### src/rtl/prefetch_unit.sv
// prefetch_unit
// -----------------------------------------------------------------------------
// Instruction-fetch front end for the MIPS core. This block owns the PC and
// drives the instruction side of the cache interface. Every request is held
// until the cache answers with ihit. Fetched words, each tagged with its PC,
// go into a DEPTH-entry FIFO so decode can run apart from memory latency.
// A taken branch or jump (redirect) flushes the FIFO and reloads the PC.
// halt stops fetching for good. Only RST leaves the halted state.
//
// Parameters:
//   DATA_W    instruction / PC width
//   DEPTH     FIFO entries (power of two, >= 2)
//   PC_RESET  PC after reset
//   PC_STEP   PC increment per accepted word
//
// Ports:
//   CLK, RST         rising-edge clock, asynchronous active-high reset
//   imemREN          instruction read request (decoded from state only)
//   imemaddr         request address, always the PC register
//   ihit, imemload   cache hit strobe and returned instruction word
//   redirect_valid   branch/jump taken; redirect_pc is the new fetch target
//   halt             stop fetching permanently
//   deq_ready        decode consumes the head entry this cycle
//   inst_valid       FIFO non-empty
//   inst, inst_pc    head instruction and its PC
//   count            FIFO occupancy
//   halted           halted state reached and FIFO fully drained
//
// Optional feature (macro PREFETCH_PERF_EN):
//   stall_cycles     32-bit saturating count of cycles spent waiting on a miss
// -----------------------------------------------------------------------------
module prefetch_unit #(
  parameter int                 DATA_W   = 32,
  parameter int                 DEPTH    = 4,
  parameter logic [DATA_W-1:0]  PC_RESET = '0,
  parameter int                 PC_STEP  = 4
) (
  input  logic                        CLK,
  input  logic                        RST,
  output logic                        imemREN,
  output logic [DATA_W-1:0]           imemaddr,
  input  logic                        ihit,
  input  logic [DATA_W-1:0]           imemload,
  input  logic                        redirect_valid,
  input  logic [DATA_W-1:0]           redirect_pc,
  input  logic                        halt,
  input  logic                        deq_ready,
  output logic                        inst_valid,
  output logic [DATA_W-1:0]           inst,
  output logic [DATA_W-1:0]           inst_pc,
  output logic [$clog2(DEPTH+1)-1:0]  count,
  output logic                        halted
`ifdef PREFETCH_PERF_EN
  ,
  output logic [31:0]                 stall_cycles
`endif
);

  localparam int                PTR_W  = $clog2(DEPTH);
  localparam int                CNT_W  = $clog2(DEPTH+1);
  localparam logic [DATA_W-1:0] STEP_W = DATA_W'(PC_STEP);
  localparam logic [CNT_W-1:0]  CNT_LAST = CNT_W'(DEPTH-1);

  typedef enum logic [1:0] {
    ST_RUN    = 2'd0,
    ST_FULL   = 2'd1,
    ST_HALTED = 2'd2
  } state_t;

  state_t             state;
  state_t             state_next;
  logic [DATA_W-1:0]  pc;
  logic [PTR_W-1:0]   wptr;
  logic [PTR_W-1:0]   rptr;
  logic [CNT_W-1:0]   cnt;
  logic [DATA_W-1:0]  mem_inst [DEPTH];
  logic [DATA_W-1:0]  mem_pc   [DEPTH];

  logic               redirect_eff;
  logic               enq;
  logic               deq;

  // Redirects are ignored once halted. The halted state is terminal, and the
  // retained FIFO contents must not be flushed by late branch resolutions.
  // A word is accepted only on a real hit. A redirect or a halt in the same
  // cycle means that word belongs to a path that is no longer wanted, so it
  // is dropped. A flushing redirect also cancels a dequeue in that cycle.
  always_comb begin
    redirect_eff = redirect_valid && (state != ST_HALTED);
    enq          = imemREN && ihit && !redirect_valid && !halt;
    deq          = deq_ready && inst_valid && !redirect_eff;
  end

  // State register. RST takes effect immediately, even mid-miss or mid-drain.
  always_ff @(posedge CLK or posedge RST) begin
    if (RST) begin
      state <= ST_RUN;
    end else begin
      state <= state_next;
    end
  end

  // Next-state and read-request decode. imemREN depends only on the current
  // state, so the cache sees a request that is stable for the whole cycle.
  // halt wins over everything. A redirect while fetching always returns to
  // RUN, because the flush empties the FIFO. FULL is entered only when an
  // enqueue without a matching dequeue fills the last free slot.
  always_comb begin
    state_next = state;
    imemREN    = 1'b0;
    case (state)
      ST_RUN: begin
        imemREN = 1'b1;
        if (halt) begin
          state_next = ST_HALTED;
        end else if (redirect_valid) begin
          state_next = ST_RUN;
        end else if (enq && !deq && (cnt == CNT_LAST)) begin
          state_next = ST_FULL;
        end
      end
      ST_FULL: begin
        if (halt) begin
          state_next = ST_HALTED;
        end else if (redirect_valid || deq) begin
          state_next = ST_RUN;
        end
      end
      ST_HALTED: begin
        state_next = ST_HALTED;
      end
      default: begin
        state_next = ST_RUN;
      end
    endcase
  end

  // PC, FIFO pointers and occupancy. A redirect flushes the FIFO and reloads
  // the PC in one step. Otherwise enqueue and dequeue update their own
  // pointers independently. Both pointers wrap naturally because DEPTH is a
  // power of two. count never passes DEPTH, because no request is issued
  // while FULL.
  always_ff @(posedge CLK or posedge RST) begin
    if (RST) begin
      pc   <= PC_RESET;
      wptr <= '0;
      rptr <= '0;
      cnt  <= '0;
    end else if (redirect_eff) begin
      pc   <= redirect_pc;
      wptr <= '0;
      rptr <= '0;
      cnt  <= '0;
    end else begin
      if (enq) begin
        pc   <= pc + STEP_W;
        wptr <= wptr + PTR_W'(1);
      end
      if (deq) begin
        rptr <= rptr + PTR_W'(1);
      end
      case ({enq, deq})
        2'b10:   cnt <= cnt + CNT_W'(1);
        2'b01:   cnt <= cnt - CNT_W'(1);
        default: cnt <= cnt;
      endcase
    end
  end

  // FIFO storage. Each entry holds the instruction word and the PC it was
  // fetched from. This is plain storage, so it has no reset. Stale entries
  // are never visible, because inst_valid follows count.
  always_ff @(posedge CLK) begin
    if (enq) begin
      mem_inst[wptr] <= imemload;
      mem_pc[wptr]   <= pc;
    end
  end

  // Output decode. The head entry is read combinationally, so a word fetched
  // in cycle N reaches decode in cycle N+1. halted waits until the retained
  // FIFO has drained, so decode knows every pre-halt word was delivered.
  always_comb begin
    imemaddr   = pc;
    inst_valid = (cnt != '0);
    inst       = mem_inst[rptr];
    inst_pc    = mem_pc[rptr];
    count      = cnt;
    halted     = (state == ST_HALTED) && (cnt == '0);
  end

`ifdef PREFETCH_PERF_EN
  // Miss-stall counter. It counts every cycle a request is outstanding
  // without a hit, and it sticks at all-ones instead of wrapping.
  always_ff @(posedge CLK or posedge RST) begin
    if (RST) begin
      stall_cycles <= '0;
    end else if (imemREN && !ihit && (stall_cycles != 32'hFFFF_FFFF)) begin
      stall_cycles <= stall_cycles + 32'd1;
    end
  end
`endif

endmodule

### config.mk
export PLATFORM = sky130hd
export DESIGN_NAME = prefetch_unit
export DESIGN_NICKNAME = d
export VERILOG_FILES = /design/src/rtl/prefetch_unit.sv
export SDC_FILE = /design/constraint.sdc
export NUM_CORES = 1
export LEC_CHECK = 0
export ABC_AREA = 1
export CAP_MARGIN = 20
export CORE_MARGIN = 2
export CORE_UTILIZATION = 40
export CTS_BUF_LIST = sky130_fd_sc_hd__clkbuf_8
export DETAILED_ROUTE_END_ITERATION = 7
export HOLD_SLACK_MARGIN = 0.05
export PLACE_DENSITY = 0.66
export SETUP_SLACK_MARGIN = 0.02
export SYNTH_ARGS = -nofsm -noshare
export SYNTH_HDL_FRONTEND = slang
export SYNTH_SLANG_ARGS = --single-unit
### constraint.sdc
create_clock -name CLK -period 4.9 [get_ports CLK]
set_input_delay 0.98 -clock CLK [delete_from_list [all_inputs] [get_ports CLK]]
set_output_delay 0.98 -clock CLK [all_outputs]
set_load 0.05 [all_outputs]
After elaboration in Yosys (flattened, before gate mapping)
Memory sizes are Yosys's and may differ from the RTL's.
Index checks and enable logic that the tools add are counted.

cells by class
  add/sub/neg operators = 5
  $mul = 0
  divide/modulo/power cells = 0
  order comparisons = 0
  equality and inequality tests = 8
  shift operators = 0
  mux-type cells = 17
  bitwise operators = 0
  reduce and logical (&&, ||, !) cells = 21

operators with widths
  operator                                          number
  2-to-1 mux 32 bit                                 2
  adder 32 x 3 -> 32 bit, second input constant     1
  2-to-1 mux 2 bit                                  9
  logical AND 1 bit                                 9
  case mux 2 bit (3 select lines)                   1
  case mux 3 bit (2 select lines)                   1
  nonzero test 3 bit                                2
  adder 2 x 1 -> 2 bit, second input constant       2
  == test 2 x 1 -> 1 bit, second input constant     2
  == test 2 bit, second input constant              2
  zero test 1 bit                                   4
  inequality test 4 bit, second input constant      1
  nonzero test 2 bit                                2
  adder 3 x 1 -> 3 bit, second input constant       1
  == test 3 x 2 -> 1 bit, second input constant     1
  zero test 3 bit                                   1
  2-to-1 mux 1 bit                                  3
  2-to-1 mux 3 bit                                  1
  inequality test 3 bit, second input constant      1
  subtractor 3 x 1 -> 3 bit, second input constant  1
  zero test 2 bit                                   1
  inequality test 2 bit, second input constant      1
  AND reduction 2 bit                               1
  logical OR 1 bit                                  1

storage, ports and cells
  register bits after elaboration = 41
  bits in latches = 0
  memory bits (writable) = 256
  ROM bits = 0
  memories = 2

memory list
  name      depth  width  rd ports  clocked after memory_dff  wr ports  line  text
  mem_inst  4      32     1         0                         1         76    logic [DATA_W-1:0] mem_inst [DEPTH];
  mem_pc    4      32     1         0                         1         77    logic [DATA_W-1:0] mem_pc [DEPTH];

Logic depth before layout (Yosys ltp)
Gate-level depths: netlist of the first run.

  word-level depth = 11
  mapped depth = 12
  mapped depth without buffers = 12

Worst setup path before layout of the first run
OpenSTA, ideal clock, no wires.

  kind = in2reg
  start point = input port redirect_valid
  end point = memory mem_inst[0][0], enable pin
  library setup time = 0.487 ns
  arrival time = 4.001 ns
  required time = 4.413 ns
  setup slack = 0.413 ns
  stages = 3
  path buffers = 0
  path through = nor2_2 -> nand3_4 -> nor2_1

on the way
  word-level cells in the longest chain between the ends = 5

ends and longest elaborated chain
  element                                 line  text
  from (decl)                             44    input logic redirect_valid,
  zero test 1 bit                         90    enq = imemREN && ihit && !redirect_valid && !halt;
  logical AND 1 bit (2 in series)         90
  2-to-1 mux 1 bit                        174   if (enq) begin
  2-to-1 mux 1 bit (not written as such)  175   mem_inst[wptr] <= imemload;
  to (decl)                               76

No other way between the ends.

Worst setup path in the final report of the first run
  start point = register rptr[0]
  end point = output port inst_pc[29]

on the way
  word-level cells in the longest chain between the ends = 1

ends and longest elaborated chain
  element                   line  text
  from (decl)               74    logic [PTR_W-1:0] rptr;
  from (signal assigned)    160   rptr <= rptr + PTR_W'(1);
  memory read (4 x 32 bit)  -
  to (decl)                 50    output logic [DATA_W-1:0] inst_pc,

No other way between the ends.

==> metrics, run 1 <==
Final Hold Viols 0; VDD IR-drop max between 0.00015 and 0.0002 V; maxcap violations 0; Setup Crit Path Kind reg2out; utilization of the core after routing about half; total number of vias slightly below 9,000; total placed cells including tap cells approximately 1,600; Final Skew between 0.04 and 0.05 ns; Top delay family on crit path buffers and inverters; global route overflow 0; Cell Area, Placed ~0.015 mm^2; Ports approximately 170; core area ~0.031 mm^2; distinct cell type count after synthesis 34; Synth Cell Area about 0.012 mm^2; clk buf depth 3; Clk pin slew, worst setup/hold paths ~0.070 ns; setup TNS 0 ns; GP Congestion between 0.8 and 0.9; first-pass GRT wire length around 46 mm; ANT nets after route 0; total iterations of the first detailed-routing run 6; Min-Delay Path Class reg2reg; WP data arrival between 3 and 4 ns; status finished, final reports clean; final wirelength around 30 mm; Inserted Clock Buffers 50; crit path cell chain inv_4, buf_12, o21ai_0, o22ai_1, clkdlybuf4s50_1; post-route insts no fill approximately 1,700; P per Cell Area roughly 310 mW/mm^2; top cells by area, synth edfxtp_1 (62%), dfrtp_1 (8.3%), nor2_1 (6.5%); postcts setup bufs 0; PortBufs 171; worst slack, placed approximately 1.4 ns; total power approximately 4.8 mW; CTS root buffer clkbuf_8; synth warn 0; fin area between 0.015 and 0.02 mm^2; Clock Latency Late Sink 0.57 ns; pin count of the biggest net entering global routing between 100 and 150; CTS H-tree lvls 2; Die Span Y 180.2 um; CP peak stage delay 0.85 ns; Starting Density around 41%; slowest stage cell, crit path clkdlybuf4s50_1; top-area cell type share of the netlist area ~62%; layout cells sized above 1 under 10%; final hold slack about 0.57 ns; Register Area ~0.0087 mm^2; area of the multi-input gates 0.003237 mm^2; Synth Register Bits 297; Setup WS post-layout around 0.85 ns; number of global-route vias before repair around 8,400; critical path peak fanout 61; CTS tree yes; cts hold-fix bufs 0; post-synthesis average cell area about 11 um^2; antenna violations before repair 0; RSZ-0062 raised after global routing false; final worst path period need roughly 4.0 ns; drt initial violations about 750; n_diodes 0; Synth-to-Final Area Change 24.80%; worst path bufs/invs 3; row cnt 64; post-cts sizing count 0; Leak between 5 and 6 nW; CP Data Required Time slightly below 4 ns; all-layer global routing usage roughly 18%; DIE WIDTH between 150 and 200 um; Max Fclk 247.1 MHz; most common cell after layout, fill and taps aside edfxtp_1; vias per inst just over 5; final setup vio count 0; syn nets roughly 1,200; DRC Markers 0; Layout Nets roughly 1,300; wire per inst approximately 18 um; hpwl dp ~18 mm; Final period util just over 80%; die area approximately 0.032 mm^2; fin. max-slew vios 0; leading area contributor after synthesis edfxtp_1; max_slew headroom 43.64%; Crit. End Element primary output; CTS sink count ~300; worst-margin pin slew 0.8434 ns; sequential share of the synthesized area 70.20%; leading cell types in the layout, fill and taps excluded edfxtp_1 (256), nor2_1 (211), clkdlybuf4s50_1 (171); fillers 2,670; Setup crit start kind flip-flop; Post-Syn Instances 1,082
-- area by class of cell --
type                            count  area share, %
Tap cell                          396          3.199
Clock buffer                       54          4.798
Inverter                           52          1.276
Multi-Input combinational cell    677          20.90
Sequential cell                   297          56.28
Timing Repair Buffer              185          12.29
Clock inverter                     35          1.252
-- routing by layer --
metal	wire [um]	track usage, %
met3	1792	4.082
met2	14160	29.58
met5	0	0
met1	13290	23.93
met4	880	6.323
-- worst min-delay path: cells and delay by family (launching register included) --
kind | cells | cell delay, ns
flip-flops | 1 | 0.41
AND/OR/NAND/NOR | 2 | 0.13
-- sequential cells by signal (all words and copies together), names as in the netlist --
| signal | cells |
|---|---|
| mem_inst | 128 |
| mem_pc | 128 |
| imemaddr | 32 |
| count | 3 |
| rptr | 2 |
| state | 2 |
| wptr | 2 |
-- synth_stat cells, drive strengths merged --
library cell and count:
a211oi 5, a21oi 13, a31oi 3, buf 31
clkbuf 25, dfrtp 41, edfxtp 256, fa 1
ha 5, inv 52, nand2 156, nand3 37
nand3b 2, nand4 2, nor2 225, nor3 2
o21ai 151, o22ai 70, or2 1, xnor2 2
xor2 2
-- final timing paths --
kind	start	end	slack (ns)	cells past startpoint
worst min-delay path	count[2]	count[2]	0.57	2
worst max register to register	state[1]	count[2]	2.58	11
worst max-delay path	rptr[0]	inst_pc[29]	0.85	5
max in group asynchronous	RST	imemaddr[21]	3.61	3
min in group asynchronous	RST	imemaddr[9]	0.85	3
worst min register to register	count[2]	count[2]	0.57	2
-- power breakdown --
| group | switching [mW] | total [mW] | internal [mW] | leakage (nW) |
|---|---|---|---|---|
| sequential | 0 | 2.73 | 2.73 | 2.98 |
| combinational | 0.0287 | 0.0779 | 0.0492 | 2.15 |
| clock | 0.966 | 2.04 | 1.07 | 0.522 |
-- cell families after synthesis --
kind of cell | after synthesis | share of synthesized area [%]
compound gates | 242 | 10.69
xor+xnor | 4 | 0.2823
fa+ha+maj | 6 | 0.6653
buf+inv | 108 | 3.962
flops | 297 | 70.20
simple gates | 425 | 14.20
No activity file was read; power rests on OpenSTA's default activity.
==> run 2: changes to the inputs <==
Settings changed: PLACE_DENSITY 0.66 to 0.69.
Clock period 4.9 ns to 3.6 ns, I/O delays scaled along.
==> run 2 against run 1 <==
Net effect: core utilization is 0.79 points higher; critical path depth is 1 lower; clock power is 32% higher; largest power group unchanged; critical path type unchanged; cell count hardly changed; sequential cell count stayed put; clock skew is 0.0048 ns lower.
==> metrics, run 2 (synthesis gave the netlist of run 1 again) <==
max_slew headroom between 30% and 40%; first-pass GRT wire length around 48 mm; VDD IR-drop max 0.0002361 V; ANT nets after route 0; CTS root buffer clkbuf_8; worst-margin pin slew a little under 1 ns; GR Util met1 between 20% and 30%; final worst path period need ~3.4 ns; all-layer global routing usage 18.60%; CTS H-tree lvls 2; drt initial violations between 700 and 800; final setup vio count 0; Clk pin slew, worst setup/hold paths 0.06 ns; Setup crit start kind flip-flop; Leak 5.852 nW; Starting Density around two fifths; Crit. End Element primary output; share of total power in sequential cells between 50% and 60%; number of global-route vias before repair 8,524; Max Fclk between 200 and 300 MHz; DIE WIDTH around 180 um; leading cell types in the layout, fill and taps excluded edfxtp_1 (256), nor2_1 (211), nand2_1 (149); clock power share roughly 41%; utilization of the core after routing between 50 and 60%; CP Data Required Time between 2 and 3 ns; Die Span Y about 180 um; CTS sink count 297; Clock Latency Late Sink 0.56 ns; P per Cell Area around 410 mW/mm^2; Final Skew around 0.037 ns; postcts setup bufs 0; fin. max-slew vios 0; DRC Markers 0; total iterations of the first detailed-routing run 5; row cnt between 60 and 70; met2 usage 30.57%; final hold slack 0.5736 ns; global route overflow 0; Final period util a little over nine tenths; gr busiest metal met2; hpwl dp approximately 19 mm; CP peak stage delay 0.83 ns; GP Congestion roughly 0.84; Inserted Clock Buffers between 40 and 50; RSZ-0062 raised after global routing false; critical path peak fanout 44; crit path cell chain inv_4, o21ai_0, o22ai_1, clkdlybuf4s50_1; antenna violations before repair 0; Min-Delay Path Class reg2reg; slowest stage cell, crit path clkdlybuf4s50_1; clk buf depth 3; Synth-to-Final Area Change 26.75%; WP data arrival 2.71 ns; Layout Nets 1,341; Ports between 150 and 200; Internal Power roughly 5.2 mW; Comb pwr share 1.7%; n_diodes 0; layout cells sized above 1 12.61%; vias per inst around 5.1; total number of vias between 8,000 and 9,000; M3 GR Usage roughly 4.3%; sw frac approximately a fifth; CTS tree yes; Setup Crit Path Kind reg2out; pin count of the biggest net entering global routing 102; wire per inst around 18 um; switching power around 1.3 mW; status finished, final reports clean; maxcap violations 0; setup TNS 0 ns; Final Hold Viols 0; core area ~0.031 mm^2; final wirelength slightly above 30 mm; PortBufs 171; fillers approximately 2,700; die area 0.03245 mm^2; most common cell after layout, fill and taps aside edfxtp_1
run 2: cell count changes in the layout (fill, tap and decap cells not counted), moves of 2 or more:
cell and change:
buf_12 +30, buf_4 +23, clkdlybuf4s50_1 -50, clkinv_2 -4, clkinvlp_4 -2, inv_1 +6
run 2: critical path: cells and delay by family, from the launching register on:
| kind | cells | cell delay, ns |
|---|---|---|
| buf+inv | 2 | 1.15 |
| flops | 1 | 0.67 |
| compound gates | 2 | 0.31 |
run 2: area by class of cell:
| class | count | area (um^2) | area share (%) |
|---|---|---|---|
| Clock buffer | 53 | 729.5 | 4.637 |
| Clock inverter | 33 | 166.4 | 1.058 |
| Inverter | 52 | 197.7 | 1.257 |
| Multi-Input combinational cell | 677 | 3237 | 20.57 |
| Sequential cell | 297 | 8718 | 55.42 |
| Tap cell | 396 | 495.5 | 3.149 |
| Timing Repair Buffer | 189 | 2188 | 13.91 |
run 2: timing repair:
item                                    in CTS  in global routing
hold buffers                                 0                  0
endpoints found under the setup margin       0                  3
gates resized for setup                      0                  1
run 2: final timing paths:
| path | endpoint | start | depth (start not counted) | slack (ns) |
|---|---|---|---|---|
| setup / recovery | inst[7] | rptr[0] | 4 | 0.17 |
| hold / removal | mem_pc[3][0] | imemaddr[0] | 0 | 0.57 |
| setup reg to reg | imemaddr[24] | imemaddr[2] | 8 | 1.60 |
| hold reg to reg | mem_pc[3][0] | imemaddr[0] | 0 | 0.57 |
| max in group asynchronous | imemaddr[15] | RST | 3 | 2.26 |
| min in group asynchronous | state[1] | RST | 2 | 0.58 |
run 2: power by group through the flow:
stage,combinational (mW),sequential (mW),clock (mW)
2_1_floorplan,0.00785,3.79,0
3_3_place_gp,0.108,3.78,0
3_5_place_dp,0.109,3.78,0
4_1_cts,0.110,3.71,2.77
5_1_grt,0.117,3.71,2.93
6_report,0.109,3.71,2.69
run 2: routing by layer:
layer / part of all wire (%) / vias up
met5: 0 / -
met3: 6.8 / 54
met4: 2.1 / 0
met2: 48 / 298
li1: - / 4186
met1: 44 / 4178
run 2: metrics by stage:
step	area [um^2]	std cells	total power, mW	setup WS [ns]
global placement	14830	1611	3.892	0.7558
CTS	15730	1697	6.598	0.09050
detailed placement	14830	1611	3.894	0.7263
finish	15730	1697	6.516	0.1735
floorplan	12410	1082	3.794	-0.6273
global route	15730	1697	6.758	0.04379
==> variant 1 (flow settings as in run 2) <==
The 3 states of `state_t` get a one-hot encoding in 3 bits.
--- a/src/rtl/prefetch_unit.sv
+++ b/src/rtl/prefetch_unit.sv
@@ -61,10 +61,10 @@
   localparam logic [DATA_W-1:0] STEP_W = DATA_W'(PC_STEP);
   localparam logic [CNT_W-1:0]  CNT_LAST = CNT_W'(DEPTH-1);
 
-  typedef enum logic [1:0] {
-    ST_RUN    = 2'd0,
-    ST_FULL   = 2'd1,
-    ST_HALTED = 2'd2
+  typedef enum logic [2:0] {
+    ST_RUN    = 3'b001,
+    ST_FULL   = 3'b010,
+    ST_HALTED = 3'b100
   } state_t;
 
   state_t             state;
Function: no difference found for any inputs over 4 cycles, from zero or initial values and one cycle with RST high; so few cycles prove little.
==> variant 1 against run 2 <==
Area after synthesis up 0.44%. Clock skew is 21 ps lower. Wire length is essentially flat. Design area is 1.2% higher. Worst setup slack better by 58 ps. Sequential cell count increased by 1. Critical endpoint is now inst[15].
Power is not compared: it rests on default switching activity, and its combinational part moved more than twofold at a synthesized area within 25%.
==> variant 1: results (changes against run 2) <==
====================================================================================
Max clock buf depth                                                                3   unchanged
Maximum number of pins on one net before global-route repair                      65   -36%
Outcome                                                                    completed
Met1 wire length                                                            13500 um   +1.3%
Routed wire length                                                          30500 um   about the same
Number of iterations in the first detailed-routing pass                            5   unchanged
Wire length of the first global-routing pass                                47800 um   +0.55%
Clock insertion delay at the later pin of the skew report                     540 ps   -20 ps
Detail-routed net length per standard cell                                   17.7 um   -1.6%
First DRT Iteration DRCs                                                         665   -13%
Post-synthesis xor/xnor area fraction                                         0.211%   -0.071 points
Worst setup slack before clock tree synthesis                                 610 ps   -116 ps
Share of flip-flops with an asynchronous set or reset                          14.1%   +0.29 points
Fraction of layout instances using a drive strength above 1                    12.3%   -0.34 points
Critical path peak fanout                                                         46   +4.5%
Weighted congestion at the end of routability-driven global placement          0.910   +8.2%
Worst slew pin tran                                                           605 ps   -359 ps
Adder-cell share of the synthesized area                                      0.662%   -0.0029 points
Distinct cell type count of the synthesized netlist                               37   +8.8%
Post_cts resized                                                                   1   +1
Portion of the post-synthesis area used by sequential elements                 70.1%   -0.099 points
Vias after detailed routing                                                     8940   +2.6%
Area after DPL                                                           0.0150 mm^2   +0.79%
Half-perimeter wire length after placement                                  18700 um   -1.8%
Area fraction in compound gates after synthesis                                10.7%   +0.063 points
Growth of design area from synthesis to finish                                 27.7%
Total met2 wirelength after detailed routing                                14300 um   -1.3%
Fillers                                                                         2646   -0.56%
Post-Synthesis Net Count                                                        1184   +2.2%
Synth top cells by count                                                edfxtp_1, nor2_1, nand2_1
Arrival time worst endpoint                                                  2650 ps   -60 ps
Layout Nets                                                                     1370   +2.2%
Largest cells by area after synthesis                                   edfxtp_1, dfrtp_1, nor2_1
Post-Syn Area per Cell                                                     11.3 um^2   -1.9%
====================================================================================
==> variant 1: cell types whose count changed after synthesis, moves of 5 or more <==
cell and delta:
a211oi_1 -5, buf_6 -5, clkbuf_1 +7, inv_1 +5
nand2_1 +10, nand3_1 +5, nor2_1 +7, o21ai_0 +11
o22ai_1 -6
==> variant 1: per-layer routing <==
| metal | global-route usage (%) | vias up |
|---|---|---|
| met5 | 0 | - |
| met3 | 3.64 | 57 |
| met1 | 25.1 | 4291 |
| li1 | - | 4275 |
| met2 | 30.5 | 317 |
| met4 | 5.48 | 0 |
==> variant 1: worst max-delay path, stage by stage, from the launching register on <==
cell and delay, ps:
dfrtp_4 580, inv_4 360, o21ai_0 130, o22ai_1 180, clkdlybuf4s50_1 840
==> variant 1: where the power goes <==
group | total (W) | internal (W) | leakage (nW) | switching (W)
Clock | 0.00286 | 0.00160 | 0.527 | 0.00126
Combinational | 0.00635 | 0.00217 | 2.47 | 0.00418
Sequential | 0.00477 | 0.00420 | 2.80 | 0.000569
==> variant 1: cell type report <==
cell class / count / area share [%]
multi-input cells: 700 / 20.7
clock buffers: 51 / 4.41
repair buffers: 191 / 13.8
inverters: 56 / 1.37
clock inverters: 33 / 1.57
flip-flops and latches: 298 / 55.0
well taps: 396 / 3.11
==> variant 1: worst paths after layout <==
path                                    from            end  slack (ps)  cells past startpoint
worst min register to register  imemaddr[29]  mem_pc[1][29]         550                      0
worst max register to register      state[0]       count[2]        1430                     12
worst min-delay path            imemaddr[29]  mem_pc[1][29]         550                      0
max in group asynchronous                RST        rptr[1]        2490                      3
min in group asynchronous                RST   imemaddr[25]         640                      3
worst max-delay path                 rptr[0]       inst[15]         230                      4
==> variant 2 (config.mk and constraints of run 2) <==
Without the edit above. Build with the macro `PREFETCH_PERF_EN` defined.
--- a/src/rtl/prefetch_unit.sv
+++ b/src/rtl/prefetch_unit.sv
@@ -29,6 +29,8 @@
 // Optional feature (macro PREFETCH_PERF_EN):
 //   stall_cycles     32-bit saturating count of cycles spent waiting on a miss
 // -----------------------------------------------------------------------------
+`define PREFETCH_PERF_EN
+
 module prefetch_unit #(
   parameter int                 DATA_W   = 32,
   parameter int                 DEPTH    = 4,
Behaviour (old outputs only; new: stall_cycles): unchanged (equiv_simple and equiv_induct, registers matched by name and starting in step).
==> variant 2 against run 2 <==
Area after synthesis increased by 16%. Worst setup slack improved by 330 ps. Final cell count increased by 26%. Design area increased by 14%. Clock skew decreased by 5.8 ps. Register-to-register slack got worse by 410 ps. Power increased by 12%. Worst hold slack got worse by 72 ps. Wire length increased by 24%. Sequential cell count increased by 32. Largest power group unchanged. Highest routed layer is now met5.
==> variant 2: results (changes against run 2) <==
====================================================================================
Arrival time worst endpoint                                                  2380 ps   -330 ps
Vias in the first global route                                                 10748   +26%
Distinct cell type count of the synthesized netlist                               35   +2.9%
Weighted congestion at the end of routability-driven global placement          0.952   +13%
Post-layout instance count excluding filler cells                               2145   +26%
Maximum number of pins on one net before global-route repair                     130   +27%
Post-synthesis xor/xnor area fraction                                         0.854%   +0.57 points
Clock skew after layout                                                      30.9 ps   -5.84 ps
Clock insertion delay at the later pin of the skew report                     610 ps   +50 ps
Wire length of the first global-routing pass                                58800 um   +24%
Classification of the worst-slack hold path                                 in2async
GRT Overall Usage                                                              19.9%   +1.3 points
Share of flip-flops with an asynchronous set or reset                          22.2%   +8.4 points
Synth top cells by count                                                nand2_1, nor2_1, edfxtp_1
Fraction of layout instances using a drive strength above 1                    10.7%   -1.9 points
Normalized max-slew margin                                                     54.7%   +19 points
Number of vias per cell                                                         5.10   -0.66%
Half-perimeter wire length after placement                                  23500 um   +24%
Port Buffer Count                                                                203   +19%
Worst setup slack before clock tree synthesis                                 573 ps   -153 ps
Antenna violations before repair                                                   7   +7
Area fraction in compound gates after synthesis                                9.47%   -1.2 points
Outcome                                                                    completed
Routed wire length                                                          37700 um   +24%
Critical path peak fanout                                                        127   +190%
Layout Nets                                                                     1714   +28%
Fraction of synthesized cell area taken by the top area cell type              53.5%   -8.4 points
Post-Synthesis Net Count                                                        1501   +30%
Adder-cell share of the synthesized area                                      0.662%   -0.0032 points
Portion of the post-synthesis area used by sequential elements                 66.2%   -4.0 points
Area after DPL                                                           0.0168 mm^2   +14%
First DRT Iteration DRCs                                                         874   +14%
Total placed cells including tap cells                                          2043   +27%
Fillers                                                                         3228   +21%
TritonCTS Buffers                                                                 53   +10%
Length in cells of the worst reg-to-reg path                                      11   +3
====================================================================================
-- variant 2: changes by cell type in the layout (fill, tap and decap cells not counted), sizes merged, moves of 9 or more --
cell and delta:
buf +13, clkbuf +9, clkdlybuf4s50 +18, dfrtp +32, inv +29, nand2 +172, nand3 +21, nor2 +51
o21ai +16
-- variant 2: final cells by class --
cell class	count	area [um^2]	area share, %
clock inverter	35	194	1.08
tap	461	577	3.22
clock buffer	62	853	4.77
antenna	5	12.5	0.0699
timing repair buffer	220	2120	11.9
sequential	329	9520	53.2
multi-input combinational	955	4320	24.2
inverter	78	294	1.64
-- variant 2: where the power goes --
part           internal (W)  switching (W)  total [W]  leakage, nW
sequential          0.00407              0    0.00407         3.31
combinational     0.0000693      0.0000495   0.000119         3.11
clock               0.00164        0.00146    0.00310        0.615
total               0.00579        0.00151    0.00730         7.03
-- variant 2: worst max-delay path: stages, from the launching register on --
cell	delay, ps
dfrtp_4	490
clkinv_2	90
buf_12	400
o21ai_0	150
o22ai_1	280
buf_4	270
-- variant 2: path summary, 6_finish.rpt --
kind | from | to | slack (ps)
max | rptr[0] | inst_pc[23] | 500
min | RST | stall_cycles[27] | 500
max reg2reg | stall_cycles[0] | stall_cycles[28] | 1190
min reg2reg | count[2] | count[2] | 560
max in group asynchronous | RST | count[0] | 2450
min in group CLK | count[2] | count[2] | 560
-- variant 2: per-layer routing --
layer / GRT usage (%) / vias up / routed length (um)
met5: 0 / - / 38
met2: 31.8 / 358 / 17400
met1: 26.1 / 5192 / 16200
met4: 8.09 / 6 / 1270
met3: 4.86 / 82 / 2800
li1: - / 5306 / -
-- variant 2: logic make-up (layout without fill, tap and decap cells) --
logic type,count (synthesis),in the layout
adders and majority gates,7,7
AOI/OAI and AO/OA,252,252
other,0,5
buffers and inverters,140,395
and+or+nand+nor,682,682
xor gates and xnor gates,14,14
DFF,329,329
-- variant 2: metrics by stage --
stage / hold slack [ps] / total power, W / utilization, %
final: 501 / 0.00730 / 50.4
after global routing: 548 / 0.00756 / 50.4
after CTS: 515 / 0.00737 / 50.4
after detailed placement: 548 / 0.00427 / 47.5
after global placement: 546 / 0.00427 / 47.5
after floorplan: 520 / 0.00416 / -
